File: src/rtl/rgb_to_gray_stream.sv
// Streaming RGB565/RGB888 to grayscale converter: three register stages with
// valid/ready backpressure, per-frame luma mode and sof/eol sideband.
module rgb_to_gray_stream #(
    parameter int PIX_FMT = 0,
    parameter int OUT_W   = 8,
    localparam int PW     = (PIX_FMT != 0) ? 24 : 16
) (
    input  logic             clk,
    input  logic             rst,
    input  logic [1:0]       cfg_mode,
    input  logic [PW-1:0]    in_pixel,
    input  logic             in_sof,
    input  logic             in_eol,
    input  logic             in_valid,
    output logic             in_ready,
    output logic [OUT_W-1:0] out_gray,
    output logic             out_sof,
    output logic             out_eol,
    output logic             out_valid,
    input  logic             out_ready
);

    // Handshake: a word moves on a port in any cycle where valid and ready are
    // both high; a stage loads when it is empty or the next stage is loading.

    logic [7:0]  r_exp, g_exp, b_exp;
    logic [1:0]  mode_q;
    logic [1:0]  pix_mode;

    logic        s1_valid, s1_sof, s1_eol;
    logic [1:0]  s1_mode;
    logic [7:0]  s1_r, s1_g, s1_b;

    logic        s2_valid, s2_sof, s2_eol;
    logic [1:0]  s2_mode;
    logic [17:0] s2_t0;
    logic [15:0] s2_t1, s2_t2;

    logic        ld1, ld2, ld3;
    logic [17:0] t0_d;
    logic [15:0] t1_d, t2_d;
    logic [18:0] sum3;
    logic [18:0] full3;
    logic [7:0]  gray8;

    generate
        if (PIX_FMT != 0) begin : g_rgb888
            assign r_exp = in_pixel[23:16];
            assign g_exp = in_pixel[15:8];
            assign b_exp = in_pixel[7:0];
        end else begin : g_rgb565
            // Replicating the top bits makes full-scale channels reach 255.
            assign r_exp = {in_pixel[15:11], in_pixel[15:13]};
            assign g_exp = {in_pixel[10:5], in_pixel[10:9]};
            assign b_exp = {in_pixel[4:0], in_pixel[4:2]};
        end
    endgenerate

    assign ld3      = !out_valid || out_ready;
    assign ld2      = !s2_valid || ld3;
    assign ld1      = !s1_valid || ld2;
    assign in_ready = ld1;
    assign pix_mode = in_sof ? cfg_mode : mode_q;

    always_comb begin
        t0_d = '0;
        t1_d = '0;
        t2_d = '0;
        case (s1_mode)
            2'd0: begin
                t0_d = 18'(s1_r >> 2);
                t1_d = 16'(s1_g >> 1);
                t2_d = 16'(s1_b >> 3);
            end
            2'd1: begin
                t0_d = 18'(s1_r) * 18'd77;
                t1_d = 16'(s1_g) * 16'd150;
                t2_d = 16'(s1_b) * 16'd29;
            end
            2'd2: t0_d = (18'(s1_r) + 18'(s1_g) + 18'(s1_b)) * 18'd171;
            default: t0_d = 18'(s1_g);
        endcase
    end

    always_comb begin
        sum3  = 19'(s2_t0) + 19'(s2_t1) + 19'(s2_t2);
        full3 = sum3;
        case (s2_mode)
            2'd1:    full3 = (sum3 + 19'd128) >> 8;
            2'd2:    full3 = sum3 >> 9;
            default: full3 = sum3;
        endcase
        gray8 = (full3 > 19'd255) ? 8'hFF : full3[7:0];
    end

    always_ff @(posedge clk) begin
        if (rst) begin
            mode_q    <= 2'd0;
            s1_valid  <= 1'b0;
            s1_sof    <= 1'b0;
            s1_eol    <= 1'b0;
            s1_mode   <= 2'd0;
            s1_r      <= 8'd0;
            s1_g      <= 8'd0;
            s1_b      <= 8'd0;
            s2_valid  <= 1'b0;
            s2_sof    <= 1'b0;
            s2_eol    <= 1'b0;
            s2_mode   <= 2'd0;
            s2_t0     <= 18'd0;
            s2_t1     <= 16'd0;
            s2_t2     <= 16'd0;
            out_valid <= 1'b0;
            out_gray  <= '0;
            out_sof   <= 1'b0;
            out_eol   <= 1'b0;
        end else begin
            if (in_valid && ld1 && in_sof) begin
                mode_q <= cfg_mode;
            end
            if (ld1) begin
                s1_valid <= in_valid;
                if (in_valid) begin
                    s1_sof  <= in_sof;
                    s1_eol  <= in_eol;
                    s1_mode <= pix_mode;
                    s1_r    <= r_exp;
                    s1_g    <= g_exp;
                    s1_b    <= b_exp;
                end
            end
            if (ld2) begin
                s2_valid <= s1_valid;
                if (s1_valid) begin
                    s2_sof  <= s1_sof;
                    s2_eol  <= s1_eol;
                    s2_mode <= s1_mode;
                    s2_t0   <= t0_d;
                    s2_t1   <= t1_d;
                    s2_t2   <= t2_d;
                end
            end
            if (ld3) begin
                out_valid <= s2_valid;
                if (s2_valid) begin
                    out_sof  <= s2_sof;
                    out_eol  <= s2_eol;
                    out_gray <= gray8[7 -: OUT_W];
                end
            end
        end
    end

endmodule

File: config.mk
export PLATFORM = sky130hd
export DESIGN_NAME = rgb_to_gray_stream
export DESIGN_NICKNAME = d
export VERILOG_FILES = /design/src/rtl/rgb_to_gray_stream.sv
export SDC_FILE = /design/constraint.sdc
export NUM_CORES = 1
export LEC_CHECK = 0
export ABC_AREA = 1
export CAP_MARGIN = 0
export CORE_MARGIN = 3
export CORE_UTILIZATION = 56
export CTS_CLUSTER_DIAMETER = 50
export DETAILED_ROUTE_END_ITERATION = 6
export PLACE_DENSITY_LB_ADDON = 0.25
export SYNTH_ARGS = -nofsm -noshare
export SYNTH_HDL_FRONTEND = slang
export SYNTH_SLANG_ARGS = --single-unit
File: constraint.sdc
create_clock -name clk -period 7.92 [get_ports clk]
set_input_delay 1.188 -clock clk [delete_from_list [all_inputs] [get_ports clk]]
set_output_delay 1.188 -clock clk [all_outputs]
set_load 0.005 [all_outputs]
==> out/metrics.yaml <==
logic_synthesis:
  area_of_the_mapped_netlist_sq_um: 10300
  synth.cells.most_frequent: "nand2_1, inv_1, ha_1"
  postSynth.asyncResetShare_pct: 0
  yosys_top_cell_area_share_pct: 21.0
  syn-instance-count: 1439
  synthDominantAreaCellType: "ha_1"
  synth.net_count: 1702
  combinational_family_with_the_most_area_after_synthesis: "adder cells"
  yosysWarnings: 0
  syn_area_per_cell_sq_um: 7.16
  synth_compound_area_share_pct: 14.8
  ys.flop_type: "dfxtp_1"
  synth_most_common_cell: "nand2_1"
  seq_area_frac_synth_pct: 16.7
  netlist_top_cells_area: "ha_1, dfxtp_1, fa_1"
  synth_area_in_simple_gates_pct: 22.0
  number_of_enable_type_register_cells_in_the_synthesized_netlist: 0
  synth-xor-area-share_pct: 0.936
  synth-seq-cells: 86
  synthMuxAreaShare_pct: 0
  yosysUniqueCellTypes: 44
  synthAdderAreaFrac_pct: 33.9
cells_and_area:
  diode_count: 0
  drive_gt1_share_pct: 6.06
  layout.cell_area.non_filler_sq_um: 11200
  area_growth_pct: 8.31
  num-fill-cells: 1637
  final_util_pct: 63.2
  finish.net_count: 1728
  finish.cell_count_without_fillers: 1694
detailed_routing:
  route.detailed.drc: 0
  post_drt_wl_per_cell_microns: 15.1
  first_iter_violations: 695
  antenna_left: 0
  dr_total_vias: 9215
  routed_via_density: 5.44
  first_pass_iteration_count_of_the_detailed_router: 5
  drt_wl_total_microns: 25500
min_path:
  min_delay_worst_endpoint: "mode_q[1]$_SDFFE_PP0P_"
  holdCritPathClass: "flop to flop"
  hold_path_startpoint: "mode_q[1]$_SDFFE_PP0P_"
  hold_path_depth: 2
clock_tree:
  number_of_clock_buffers_inserted_by_tritoncts: 9
  path_clk_slew_ps: 70
  clock_tree_from_tritoncts: "built"
  holdBufCountCts: 0
  clock_tree.buffer_depth: 2
  insertion_delay_ps: 350
  cts.repair_timing.setup_buffer_count: 0
  numClockSinks: 86
  cts.htree.levels: 3
  cts_repair_resize_count: 0
  cts-root-buf: "clkbuf_16"
die:
  floorplan.io_pins: 36
  fp.dieW_microns: 142
  design.die.area_sq_um: 20100
  row_cnt: 48
  initial_core_util_pct: 58.3
  die_h_microns: 142
  coreArea_sq_um: 17700
worst_setup_path:
  worst-endpoint-arrival_ps: 6630
  setup.worst_path.end_class: "flop"
  startpoint_type: "flop"
  path_max_fanout: 9
  worstPathRequired_ps: 8130
  cp_slowest_cell: "fa_1"
  cp_common_cell: "inv_1"
  worst_r2r_endpoint: "s2_t0[16]$_SDFFE_PP0P_"
  crit_path_max_incr_delay_ps: 560
  worstSetupPathType: "flop to flop"
  r2r-start: "s1_g[1]$_SDFFE_PP0P_"
  r2r_slack_ps: 1510
  rr_worst_depth: 29
placed_design:
  dpl_cell_area_sq_um: 10900
  dp_slack_ps: 1490
  hpwl_reported_at_the_end_of_detailed_placement_microns: 20800
  port_buffers: 35
  dp_cells: 1679
  gpl.final_weighted_congestion: 0.945
global_routing:
  gr-total-overflow: 0
  grt_antenna_before_repair: 0
  grt_start_max_net_pins: 56
  groute.layer.met3.usage_pct: 4.08
  grt_util_all_layers_pct: 26.3
  global_route.usage.met1_pct: 36.5
  most_congested_layer_reported_by_global_routing: "met2"
  first_pass_grt_wire_length_microns: 42700
  grtUsageMet2_pct: 43.3
  via_count_of_the_first_global_routing_pass: 8737
sta:
  fin_skew_ps: 11.0
  finalHoldViolations: 0
  maxSlewHeadroom_pct: 31.4
  rsz0062_at_grt: "no"
  sum_of_negative_setup_slack_ps: 0
  timing.final.ws_setup_ps: 1510
  timing.final.crit_share_pct: 81.0
  hold_ws_ps: 465
  fin_crit_ps: 6410
  worst_pin_slew_ps: 1030
  report.final.slew_viol_count: 0
  max_freq_mhz: 156
  timing.final.setup_violations: 0
outcome:
  status: "complete, no violations"
power_and_ir_drop:
  total_power_mw: 2.97
  ir_worst_vdd_v: 0.000316
  cellPowerDensity_nw_per_um2: 266
  power.static_leakage_nw: 5.75
run:
  cap_violations: 0
critical path, delay by kind of cell (launching register included):
kind                       cells  cell delay (ps)
DFF                            1              540
AOI/OAI and AO/OA              2              120
buffers and inverters          6              510
xor gates and xnor gates       1              480
adders and majority gates      8             3300
and+or+nand+nor               12             1310
final cells by class:
class | count | area (sq um) | share of cell area, %
flip-flops and latches | 86 | 1720 | 15.4
repair buffers | 39 | 375 | 3.37
multi-input cells | 1033 | 7370 | 66.1
clock inverters | 6 | 63.8 | 0.572
inverters | 296 | 1110 | 9.96
clock buffers | 9 | 225 | 2.02
well taps | 225 | 282 | 2.52
routing by layer:
| layer | up-vias | wire (microns) | share of wire, % |
|---|---|---|---|
| li1 | 4679 | - | - |
| met1 | 4262 | 11900 | 47 |
| met2 | 229 | 11700 | 46 |
| met3 | 45 | 1390 | 5.5 |
| met4 | 0 | 530 | 2.1 |
| met5 | - | 0 | 0 |
worst max-delay path by stage:
| stage | start | cells past startpoint | endpoint |
|---|---|---|---|
| after floorplan | s1_b[6]$_SDFFE_PP0P_ | 29 | s2_t0[16]$_SDFFE_PP0P_ |
| after global placement | s1_b[6]$_SDFFE_PP0P_ | 29 | s2_t0[16]$_SDFFE_PP0P_ |
| after detailed placement | s1_g[1]$_SDFFE_PP0P_ | 29 | s2_t0[16]$_SDFFE_PP0P_ |
| after CTS | s1_g[1]$_SDFFE_PP0P_ | 29 | s2_t0[16]$_SDFFE_PP0P_ |
| after global routing | s1_b[6]$_SDFFE_PP0P_ | 29 | s2_t0[16]$_SDFFE_PP0P_ |
| final | s1_g[1]$_SDFFE_PP0P_ | 29 | s2_t0[16]$_SDFFE_PP0P_ |
layout by cell type, fill, tap and decap left out, types with 5 or more instances in the layout:
cell type        instances
a21boi_0                 6
a21oi_1                122
a31oi_1                 15
clkbuf_16                9
clkdlybuf4s50_1         34
dfxtp_1                 86
fa_1                    66
ha_1                   173
inv_1                  288
inv_2                    5
nand2_1                292
nand2_2                 17
nand3_1                 59
nand3b_1                 5
nor2_1                  79
nor2_2                  22
nor3_1                  10
o2111ai_1                6
o211ai_1                 5
o21ai_0                 80
o21bai_1                 6
o22ai_1                  5
or2_2                   10
xor2_1                   9
flip-flops by register name, summed over array words and instances, names as in the netlist, 5 cells and up:
name,count
s2_t0,18
s2_t1,16
s2_t2,13
out_gray,8
s1_g,6
s1_b,5
s1_r,5
cells by family (layout without fill, tap and decap cells):
kind of cell               Yosys count  in the layout
AOI/OAI and AO/OA                  271            271
adders and majority gates          239            239
and+or+nand+nor                    512            512
DFF                                 86             86
buffers and inverters              320            350
xor gates and xnor gates            11             11
power breakdown:
| part | leakage [nW] | total (mW) | switching, mW | internal, mW |
|---|---|---|---|---|
| Clock | 0.137 | 0.420 | 0.178 | 0.242 |
| Combinational | 4.91 | 2.06 | 1.30 | 0.766 |
| Sequential | 0.703 | 0.486 | 0.0310 | 0.455 |
| Total | 5.75 | 2.97 | 1.51 | 1.46 |
Power figures use the tool's default switching activity.
